===== config.mk =====
export PLATFORM = sky130hd
export DESIGN_NAME = cci_mpf_shim_buffer_afu_nch
export DESIGN_NICKNAME = d
export VERILOG_FILES = /design/src/rtl/cci_mpf_shim_buffer_afu_nch.sv
export SDC_FILE = /design/constraint.sdc
export NUM_CORES = 1
export LEC_CHECK = 0
export CAP_MARGIN = 20
export CORE_ASPECT_RATIO = 0.7
export CORE_MARGIN = 2
export CORE_UTILIZATION = 30
export CTS_CLUSTER_DIAMETER = 40
export DETAILED_ROUTE_END_ITERATION = 10
export PLACE_DENSITY = 0.6
export SETUP_SLACK_MARGIN = 0.1
export SLEW_MARGIN = 20
export SYNTH_ARGS = -nofsm -noshare
export SYNTH_HDL_FRONTEND = slang
export SYNTH_SLANG_ARGS = --single-unit

===== constraint.sdc =====
create_clock -name clk -period 5.99 [get_ports clk]
set_clock_uncertainty 0.05 [all_clocks]
set_input_delay 1.797 -clock clk [delete_from_list [all_inputs] [get_ports clk]]
set_output_delay 1.797 -clock clk [all_outputs]
set_load 0.02 [all_outputs]

===== src/rtl/cci_mpf_shim_buffer_afu_nch.sv =====
// N-channel AFU-side request buffer: per-channel FIFOs with optional bypass, sticky
// error flags and a flush/drain FSM. Define CCI_MPF_SHIM_BUFFER_STATS_EN for stall counters.
module cci_mpf_shim_buffer_afu_nch #(
  parameter int                    N_CHANNELS  = 2,
  parameter int                    DATA_WIDTH  = 64,
  parameter int                    N_ENTRIES   = 6,
  parameter int                    THRESHOLD   = 4,
  parameter logic [N_CHANNELS-1:0] BYPASS_MASK = '0,
  localparam int                   CNT_W       = $clog2(N_ENTRIES + 1)
) (
  input  logic                             clk,
  input  logic                             reset,
  input  logic [N_CHANNELS-1:0]            enq_en,
  input  logic [N_CHANNELS*DATA_WIDTH-1:0] enq_data,
  output logic [N_CHANNELS-1:0]            almost_full,
  output logic [N_CHANNELS*DATA_WIDTH-1:0] first,
  output logic [N_CHANNELS-1:0]            not_empty,
  input  logic [N_CHANNELS-1:0]            deq_en,
  output logic [N_CHANNELS*CNT_W-1:0]      count,
  input  logic                             flush_req,
  output logic                             flush_busy,
  output logic                             flush_done,
  output logic [N_CHANNELS-1:0]            overflow,
  output logic [N_CHANNELS-1:0]            underflow,
  output logic [N_CHANNELS*32-1:0]         stall_cycles
);

  typedef enum logic [1:0] {
    FL_IDLE,
    FL_DRAIN,
    FL_DONE
  } flush_state_t;

  flush_state_t          fl_state, fl_next;
  logic [N_CHANNELS-1:0] chan_empty;

  always_ff @(posedge clk or posedge reset) begin
    if (reset) fl_state <= FL_IDLE;
    else       fl_state <= fl_next;
  end

  always_comb begin
    fl_next    = fl_state;
    flush_busy = 1'b0;
    flush_done = 1'b0;
    unique case (fl_state)
      FL_IDLE:  if (flush_req) fl_next = FL_DRAIN;
      FL_DRAIN: begin
        flush_busy = 1'b1;
        // In-flight enqueues are still accepted, so completion also waits for a quiet enq cycle
        if (&chan_empty && (enq_en == '0)) fl_next = FL_DONE;
      end
      FL_DONE: begin
        flush_done = 1'b1;
        fl_next    = FL_IDLE;
      end
      default:  fl_next = FL_IDLE;
    endcase
  end

  for (genvar g = 0; g < N_CHANNELS; g++) begin : g_chan
    localparam int PTR_W = (N_ENTRIES > 1) ? $clog2(N_ENTRIES) : 1;

    logic [DATA_WIDTH-1:0] mem [N_ENTRIES];
    logic [PTR_W-1:0]      rd_ptr, wr_ptr;
    logic [CNT_W-1:0]      cnt;
    logic [DATA_WIDTH-1:0] din;
    logic                  fifo_ne, full, pass, do_enq, do_deq;
    logic                  ovf, udf;

    assign din     = enq_data[g*DATA_WIDTH +: DATA_WIDTH];
    assign fifo_ne = (cnt != '0);
    assign full    = (cnt == CNT_W'(N_ENTRIES));
    // Pass-through only when the FIFO is empty, so ordering is preserved
    assign pass    = BYPASS_MASK[g] && !fifo_ne && enq_en[g] && deq_en[g];
    assign do_deq  = deq_en[g] && fifo_ne;
    assign do_enq  = enq_en[g] && !pass && (!full || do_deq);

    assign not_empty[g] = fifo_ne || (BYPASS_MASK[g] && enq_en[g]);
    assign first[g*DATA_WIDTH +: DATA_WIDTH] =
      (fifo_ne || !BYPASS_MASK[g]) ? mem[rd_ptr] : din;
    assign count[g*CNT_W +: CNT_W] = cnt;
    assign chan_empty[g]  = !fifo_ne;
    assign almost_full[g] = ((N_ENTRIES - int'(cnt)) <= THRESHOLD) || flush_busy;
    assign overflow[g]    = ovf;
    assign underflow[g]   = udf;

    always_ff @(posedge clk) begin
      if (do_enq) mem[wr_ptr] <= din;
    end

    always_ff @(posedge clk or posedge reset) begin
      if (reset) begin
        rd_ptr <= '0;
        wr_ptr <= '0;
        cnt    <= '0;
        ovf    <= 1'b0;
        udf    <= 1'b0;
      end else begin
        if (do_enq) wr_ptr <= (wr_ptr == PTR_W'(N_ENTRIES - 1)) ? '0 : wr_ptr + 1'b1;
        if (do_deq) rd_ptr <= (rd_ptr == PTR_W'(N_ENTRIES - 1)) ? '0 : rd_ptr + 1'b1;
        unique case ({do_enq, do_deq})
          2'b10:   cnt <= cnt + 1'b1;
          2'b01:   cnt <= cnt - 1'b1;
          default: ;
        endcase
        if (enq_en[g] && full && !deq_en[g]) ovf <= 1'b1;
        if (deq_en[g] && !not_empty[g])      udf <= 1'b1;
      end
    end

`ifdef CCI_MPF_SHIM_BUFFER_STATS_EN
    logic [31:0] stall;

    always_ff @(posedge clk or posedge reset) begin
      if (reset)                              stall <= '0;
      else if (almost_full[g] && stall != '1) stall <= stall + 1'b1;
    end

    assign stall_cycles[g*32 +: 32] = stall;
`else
    assign stall_cycles[g*32 +: 32] = '0;
`endif
  end

endmodule

==> results of run 1 <==
==> how the worst min path moves through the flow <==
stage / start / to / cells after the start
after floorplan: g_chan[0].udf / g_chan[0].udf / 1
after global placement: g_chan[0].udf / g_chan[0].udf / 1
after detailed placement: g_chan[0].udf / g_chan[0].udf / 1
after CTS: g_chan[0].udf / g_chan[0].udf / 1
after global routing: g_chan[0].udf / g_chan[0].udf / 1
final: g_chan[0].udf / g_chan[0].udf / 1
==> synthesized netlist by cell type, types with 4 or more instances <==
cell	n
mux2_2	87
clkbuf_1	10
inv_1	10
nand3_1	5
nor2_1	18
dfrtp_1	24
buf_4	72
buf_2	22
edfxtp_1	768
xor2_1	5
buf_1	4
mux2_4	137
nor3_1	6
mux2_1	37
mux4_2	128
nand2_1	6
xnor2_1	5
buf_6	20
==> worst max-delay path, delay by kind of cell (launching register included) <==
family | cells | cell delay [ps]
muxes | 2 | 840
buffers and inverters | 2 | 1110
DFF | 1 | 700
==> metrics by stage <==
step | instances | setup WS [ps]
floorplan | 1457 | 558.9
global placement | 3034 | 1350
detailed placement | 3034 | 1331
CTS | 3217 | 671.8
global route | 3217 | 589.7
finish | 3217 | 769.5
==> kinds of logic (layout without fill, tap and decap cells) <==
family / count (synthesis) / after routing / synth area share
AND/OR/NAND/NOR: 48 / 48 / 0.007636
other: 1 / 64 / 0.0001192
XOR/XNOR: 10 / 10 / 0.002784
multiplexers: 392 / 392 / 0.2024
AO/OA/AOI/OAI: 7 / 7 / 0.001790
buffers and inverters: 140 / 537 / 0.03102
flip-flops: 792 / 792 / 0.7522
adder cells (fa/ha/maj): 4 / 4 / 0.002068
==> sequential cells by signal (all words and copies together), names as in the netlist <==
signal	flops
g_chan.udf	2
fl_state	2
g_chan.ovf	2
g_chan.wr_ptr	6
g_chan.cnt	6
g_chan.rd_ptr	6
g_chan.mem	768
==> layout make-up <==
| type | instances | share of cell area |
|---|---|---|
| inverters | 10 | 0.0009517 |
| clock inverters | 68 | 0.01748 |
| multi-input cells | 525 | 0.1816 |
| well taps | 1363 | 0.04324 |
| repair buffers | 344 | 0.09041 |
| flip-flops and latches | 792 | 0.6005 |
| clock buffers | 115 | 0.06589 |
==> routing by layer <==
layer  vias up  track usage
li1       6333            -
met4         0      0.03556
met3       111      0.02765
met1      7574       0.1659
met5         -            0
met2       305       0.2098
==> where the power goes <==
part | switching (mW) | internal, mW | total [mW]
Sequential | 0.587 | 7.02 | 7.61
Combinational | 3.27 | 3.54 | 6.81
Clock | 2.37 | 3.47 | 5.84
==> impl_metrics.toml, run 1 <==
[setup_path]
crit_arrival_ps = 3370
slowest_delay_ps = 700
crit_required_ps = 4140
rr_worst_depth = 8
path_cells = "buf_4 -> mux2_4 -> mux4_2 -> clkdlybuf4s50_1"
crit_start = "g_chan[1].rd_ptr[1]"
critPathKind = "flip-flop to primary output"
critPathSlowestCell = "dfrtp_4"
crit_path_end_kind = "primary output"
r2r-end = "g_chan[1].cnt[2]"
path_max_fanout = 29
crit_path_start_kind = "flip-flop"
r2r_setup_slack_ps = 3280
r2r-start = "g_chan[1].cnt[1]"
crit_path_end = "first[123]"

[floorplan]
num_rows = 99
dieArea_um2 = 107500
fp.coreArea_um2 = 104100
io_pins = 343
die_h_um = 274.9
initial_core_util = 0.3023
die_w_um = 391.0

[power]
peakVddDrop_uv = 276.8
leakagePower_nw = 13.18
p_per_area_nw_per_um2 = 513.7
fin_total_pwr_mw = 20.26

[grt]
grtUsageTotal = 0.1258
overflow = 0
grt_max_degree = 65
antenna_found_initial = 1
grt_pass1_wl_mm = 99.76
first_global_vias = 15330

[clocking]
cts_root_buffer = "clkbuf_16"
cts_resized = 0
numCtsBuffers = 98
post_cts_buffers = 0
clockBufferDepth = 3
clock_sinks = 792
clk_pin_slew_ps = 60
tritoncts = "done"
postCtsHoldBufs = 0
htreeDepth = 3
worst_skew_pair.late_latency_ps = 670

[timing]
hold-worst-slack_ps = 414.2
relSlewSlack = 0.3754
fmax_mhz = 191.6
setup_violations = 0
worst_pin_slew_ps = 933.9
finalSetupTns_ps = 0
fin_crit_ps = 5220
fin_crit_sh = 0.8715
slew_violations = 0
grt_setup_unrepaired = "false"
hold_violations = 0

[synthesis]
ys_ff_latch = 792
synth_area_um2 = 31460
ys.flop_type = "edfxtp_1"
synth_cell_types = 34
synth-edff-count = 768
avgSynthCellArea_um2 = 22.57
syn_inst = 1394
seq_area_frac_synth = 0.7522
synth_top_area_frac = 0.7331
yosys.area.top_type = "edfxtp_1"
postSynth.asyncResetShare = 0.03030
synth_area_leaders = "edfxtp_1 73%, mux4_2 9.2%, mux2_4 6.5%, mux2_2 3.1%, dfrtp_1 1.9%"
yosysWarnings = 0

[run_status]
status = "complete, no violations"

[routing]
via_count = 14320
drc_errors = 0
wl_met1_mm = 30.46
drtPass1Iterations = 4
antenna_left = 0
dr_wl_met2_mm = 33.60
top_layer = "met4"
drt_iter0_drc = 877
viasPerCell = 4.452
wl_per_cell_um = 21.32
met3_length_mm = 2.997
drt_wl_total_mm = 68.58

[finish]
fillers = 9333
multiInputGateArea_um2 = 7161
final_layout_size_suffix_gt1_frac = 0.3247
final_util = 0.3791
final_cell_mix = "768 x edfxtp_1, 278 x clkdlybuf4s50_1, 137 x mux2_4"
final_common_cell = "edfxtp_1"
syn2layout_area_growth_pct = 25.38
fin_nets = 1910
ff_latch_area_um2 = 23680
diodes = 0
final_area_um2 = 39440

[job]
maxCapViolations = 0

[place]
port_buffers = 278
place_area_um2 = 36150
dp_hpwl_mm = 41.81
routabilityCongestion = 0.7150

[hold_path]
min_path_type = "flip-flop to flip-flop"
Note: power is estimated with default switching activity, not from simulation.
==> inputs of run 2 (changes only) <==
GPL_TIMING_DRIVEN = 0   (was unset)
==> run 2 against run 1 <==
Clock-buffer cell count down 8. Critical endpoint is now first[55]. Wire length up 4.7%. Register-to-register slack worse by 150 ps. Final cell count up 3.7%. Via count up 3.6%. Cell area up 2.8%. Maximum frequency up 3.6%. Sequential cell count unchanged.
==> impl_metrics.toml, run 2 (synthesized netlist as in run 1, its figures left out) <==
[run_status]
status = "complete, no violations"

[setup_path]
crit_path_end_kind = "primary output"
crit_path_start_kind = "flip-flop"
r2r-start = "g_chan[0].cnt[0]"
crit_start = "g_chan[0].rd_ptr[0]"
rr_worst_depth = 8
path_max_fanout = 10
path_cells = "clkbuf_1 -> buf_4 -> buf_2 -> mux4_2 -> clkdlybuf4s50_1"
crit_arrival_ps = 3190
slowest_delay_ps = 590
critPathKind = "flip-flop to primary output"
critPathSlowestCell = "mux4_2"
crit_required_ps = 4140

[routing]
drc_errors = 0
drt_wl_total_mm = 71.82
via_count = 14840
antenna_left = 0
dr_wl_met2_mm = 35.41
wl_met1_mm = 31.47
viasPerCell = 4.447
wl_per_cell_um = 21.52
met3_length_mm = 3.410
drtPass1Iterations = 7
drt_iter0_drc = 961
top_layer = "met5"

[power]
p_int_mw = 14.20
switching_share = 0.3123
seqPwrFrac = 0.351
leakagePower_nw = 13.81
p_sw_mw = 6.447
combPwrFrac = 0.367
peakVddDrop_uv = 251.1
clkPwrFrac = 0.282
p_per_area_nw_per_um2 = 509.3

[timing]
hold-worst-slack_ps = 417.4
slew_violations = 0
setup_violations = 0
worst_pin_slew_ps = 920.9
fin_ws_ps = 948.6
fin_crit_ps = 5041
grt_setup_unrepaired = "false"
hold_violations = 0
fin_crit_sh = 0.8416
relSlewSlack = 0.3860
fmax_mhz = 198.4

[grt]
grt_pass1_wl_mm = 104.0
overflow = 0
antenna_found_initial = 11
grt_max_degree = 25
grtUsageTotal = 0.1322
first_global_vias = 15680

[clocking]
post_cts_buffers = 0
cts_resized = 0
postCtsHoldBufs = 0
clk_pin_slew_ps = 60
clock_sinks = 792
tritoncts = "done"
clockBufferDepth = 3
cts_root_buffer = "clkbuf_16"
worst_skew_pair.late_latency_ps = 660
htreeDepth = 3
numCtsBuffers = 98

[place]
port_buffers = 278
pre_cts_slack_ps = 1101
routabilityCongestion = 0.7120
dp.cells = 3149
dp_hpwl_mm = 48.67
place_area_um2 = 37260

[finish]
final_util = 0.3896
fin_cells = 3337
final_area_um2 = 40540
fin_nets = 2025
multiInputGateArea_um2 = 7161
fillers = 9277
final_cell_mix = "768 x edfxtp_1, 278 x clkdlybuf4s50_1, 137 x mux2_4"
top_register = "g_chan.mem"
final_common_cell = "edfxtp_1"
largest_register_ffs = 768
ff_latch_area_um2 = 23660
final_layout_size_suffix_gt1_frac = 0.3533
syn2layout_area_growth_pct = 28.86

[hold_path]
min_path_type = "flip-flop to flip-flop"
hold_depth = 1
worstHoldStart = "g_chan[0].udf"

[floorplan]
die_w_um = 391.0
io_pins = 343
num_rows = 99
fp.coreArea_um2 = 104100
die_h_um = 274.9
dieArea_um2 = 107500
initial_core_util = 0.3023

[job]
maxCapViolations = 0
run 2: cell types whose count changed in the layout (fill, tap and decap cells not counted), sizes merged:
| cell | before | now |
|---|---|---|
| buf | 66 | 169 |
| bufinv | 7 | 8 |
| clkbuf | 115 | 119 |
| clkinv | 35 | 34 |
| diode | 0 | 4 |
| inv | 29 | 38 |
run 2: path summary, 6_finish.rpt:
kind	end	slack, ps
max	first[55]	950
min	g_chan[0].udf	420
min reg2reg	g_chan[0].udf	420
max in group asynchronous	g_chan[1].wr_ptr[1]	3990
min in group asynchronous	g_chan[1].rd_ptr[0]	1480
max reg2reg	g_chan[0].mem[1][17]	3130
run 2: through the flow:
stage | power [mW] | TNS, ps
finish | 20.65 | 0
detailed placement | 15.12 | 0
CTS | 21.03 | 0
global placement | 14.78 | -2332720
global route | 21.57 | 0
floorplan | 11.89 | 0
run 2: cell type report:
cell class,count,area share
Multi-Input combinational cell,525,0.1766
Clock inverter,77,0.01935
Inverter,10,0.0009260
Tap cell,1363,0.04207
Antenna cell,4,0.0002469
Sequential cell,792,0.5837
Buffer,130,0.02315
Timing Repair Buffer,329,0.09254
Clock buffer,107,0.06133
run 2: power groups by stage:
| stage | clock (mW) | combinational (mW) | sequential [mW] |
|---|---|---|---|
| 2_1_floorplan | 0 | 4.51 | 7.38 |
| 3_3_place_gp | 0 | 7.30 | 7.49 |
| 3_5_place_dp | 0 | 7.75 | 7.37 |
| 4_1_cts | 6.00 | 7.77 | 7.26 |
| 5_1_grt | 6.23 | 8.02 | 7.32 |
| 6_report | 5.83 | 7.57 | 7.25 |
run 2: routing by layer:
layer	global-route usage	vias up
li1	-	6591
met1	0.1742	7824
met4	0.03658	10
met2	0.2184	295
met3	0.03205	120
met5	0	-
run 2: critical path: cells and delay by family (launching register included):
family | cells | cell delay [ps]
multiplexers | 1 | 590
flip-flops | 1 | 320
buffers and inverters | 4 | 1610
==> inputs of run 3 (changes only) <==
PLACE_DENSITY = 0.59   (was 0.6)
clock period = 4.7 ns   (was 5.99 ns; I/O delays follow)
==> run 3 against run 2 <==
Clock-buffer cell count rose by 7. Setup slack got worse by 740 ps. Critical path type unchanged. Critical path depth rose by 1. Total power rose by 28%. Final cell count rose by 0.15%. Largest power group unchanged.
==> impl_metrics.toml, run 3 (synthesized netlist as in run 1, its figures left out) <==
[setup_path]
r2r_setup_slack_ps = 1830
crit_required_ps = 3240
r2r-end = "g_chan[0].mem[1][18]"
crit_start = "g_chan[0].rd_ptr[1]"
critPathSlowestCell = "clkdlybuf4s50_1"
crit_arrival_ps = 3030
path_cells = "clkbuf_2 -> buf_6 -> buf_6 -> mux2_4 -> mux4_2 -> clkdlybuf4s50_1"
crit_path_start_kind = "flip-flop"
r2r-start = "g_chan[0].cnt[1]"
path_common_cell = "buf_6"
crit_path_end_kind = "primary output"
critPathKind = "flip-flop to primary output"
path_max_fanout = 10
rr_worst_depth = 7
slowest_delay_ps = 560
cp_num_buf_inv = 4
path_delay_family = "buffers and inverters"

[timing]
fmax_mhz = 222.8
relSlewSlack = 0.4050
hold_violations = 0
worst_pin_slew_ps = 892.5
grt_setup_unrepaired = "true"
setup_violations = 0
slew_violations = 0
fin_ws_ps = 211.4
hold-worst-slack_ps = 417.5
fin_crit_sh = 0.9550
fin_crit_ps = 4489

[finish]
syn2layout_area_growth_pct = 30.06
final_layout_size_suffix_gt1_frac = 0.3570
largest_register_ffs = 768
final_common_cell = "edfxtp_1"
fin_cells = 3342
final_cell_mix = "768 x edfxtp_1, 215 x clkdlybuf4s50_1, 137 x mux2_4"
top_register = "g_chan.mem"
fin_nets = 2034

[clocking]
tritoncts = "done"
clockBufferDepth = 3
cts_root_buffer = "clkbuf_16"
numCtsBuffers = 100
worst_skew_pair.late_latency_ps = 660
htreeDepth = 3
clk_pin_slew_ps = 60
clock_sinks = 792
postCtsHoldBufs = 0

[routing]
antenna_left = 0
via_count = 14830
wl_per_cell_um = 22.39
viasPerCell = 4.437
drtPass1Iterations = 5
drt_wl_total_mm = 74.82
drt_iter0_drc = 1091
drc_errors = 0

[hold_path]
min_path_type = "flip-flop to flip-flop"
hold_depth = 1
worstHoldStart = "g_chan[1].udf"
holdPathEnd = "g_chan[1].udf"

[grt]
grt_pass1_wl_mm = 107.2
grtUsageTotal = 0.1374
antenna_found_initial = 8
overflow = 0
grt_max_degree = 25
first_global_vias = 15640

[power]
peakVddDrop_uv = 299.0
fin_total_pwr_mw = 26.44
leakagePower_nw = 14.39
p_per_area_nw_per_um2 = 646.3

[floorplan]
dieArea_um2 = 107500
die_h_um = 274.9
fp.coreArea_um2 = 104100
io_pins = 343
initial_core_util = 0.3023
num_rows = 99
die_w_um = 391.0

[place]
dp.cells = 3156
port_buffers = 278
dp_hpwl_mm = 51.29
pre_cts_slack_ps = 263.0
routabilityCongestion = 0.7135

[job]
maxCapViolations = 0

[run_status]
status = "complete, no violations"
==> run 3: changes by cell type in the layout (fill, tap and decap cells not counted), sizes merged, moves of 5 or more <==
cell           delta
dlygate4sd2      +15
clkbuf            +9
clkdlybuf4s50    -63
dlymetal6s2s     +48
buf               +5
inv              -13
==> run 3: report_power, final <==
group	switching [mW]	internal (mW)	total, mW	leakage [nW]
combinational	4.94	4.75	9.69	5.53
sequential	0.315	8.93	9.25	7.26
clock	3.03	4.48	7.51	1.60
total	8.28	18.2	26.4	14.4
==> run 3: metal layers <==
layer | global-route usage | vias up | share of wire
li1 | - | 6596 | -
met1 | 0.1836 | 7796 | 0.45
met2 | 0.2219 | 302 | 0.49
met3 | 0.03259 | 126 | 0.044
met4 | 0.04389 | 8 | 0.022
met5 | 0 | - | 0.00083
==> run 3: worst max path at each step <==
stage / to / slack (ps) / depth (start not counted)
floorplan: g_chan[1].mem[3][0] / -340 / 3
global placement: g_chan[0].mem[5][14] / -4670 / 3
detailed placement: g_chan[0].mem[1][13] / 260 / 7
CTS: first[58] / 70 / 6
global route: first[13] / 90 / 6
finish: first[13] / 210 / 6
==> run 3: final cells by class <==
class / count / area, µm²
Buffer: 130 / 967.2
Sequential cell: 792 / 23660
Fill cell: 9248 / 63140
Tap cell: 1363 / 1705
Clock inverter: 68 / 701.9
Inverter: 10 / 37.54
Clock buffer: 114 / 2608
Antenna cell: 4 / 10.01
Timing Repair Buffer: 336 / 4059
Multi-Input combinational cell: 525 / 7163
==> run 3: per-stage QoR <==
stage / cell area [µm²] / utilization / setup TNS, ps
2_1_floorplan: 31730 / - / -121930
3_3_place_gp: 36220 / 0.3481 / -2592080
3_5_place_dp: 37460 / 0.3601 / 0
4_1_cts: 40780 / 0.3919 / 0
5_1_grt: 40910 / 0.3932 / 0
6_report: 40910 / 0.3932 / 0
==> run 3: worst reg2reg max path, delay by kind of cell, from the launching register on <==
kind / cells / cell delay, ps
buffers and inverters: 4 / 770
flip-flops: 1 / 510
AND/OR/NAND/NOR: 3 / 1260
==> run 3: timing repair <==
item | 4_1_cts | 5_1_grt
setup buffers | 0 | 0
resized for setup | 27 | 50
endpoints found under the setup margin | 56 | 60
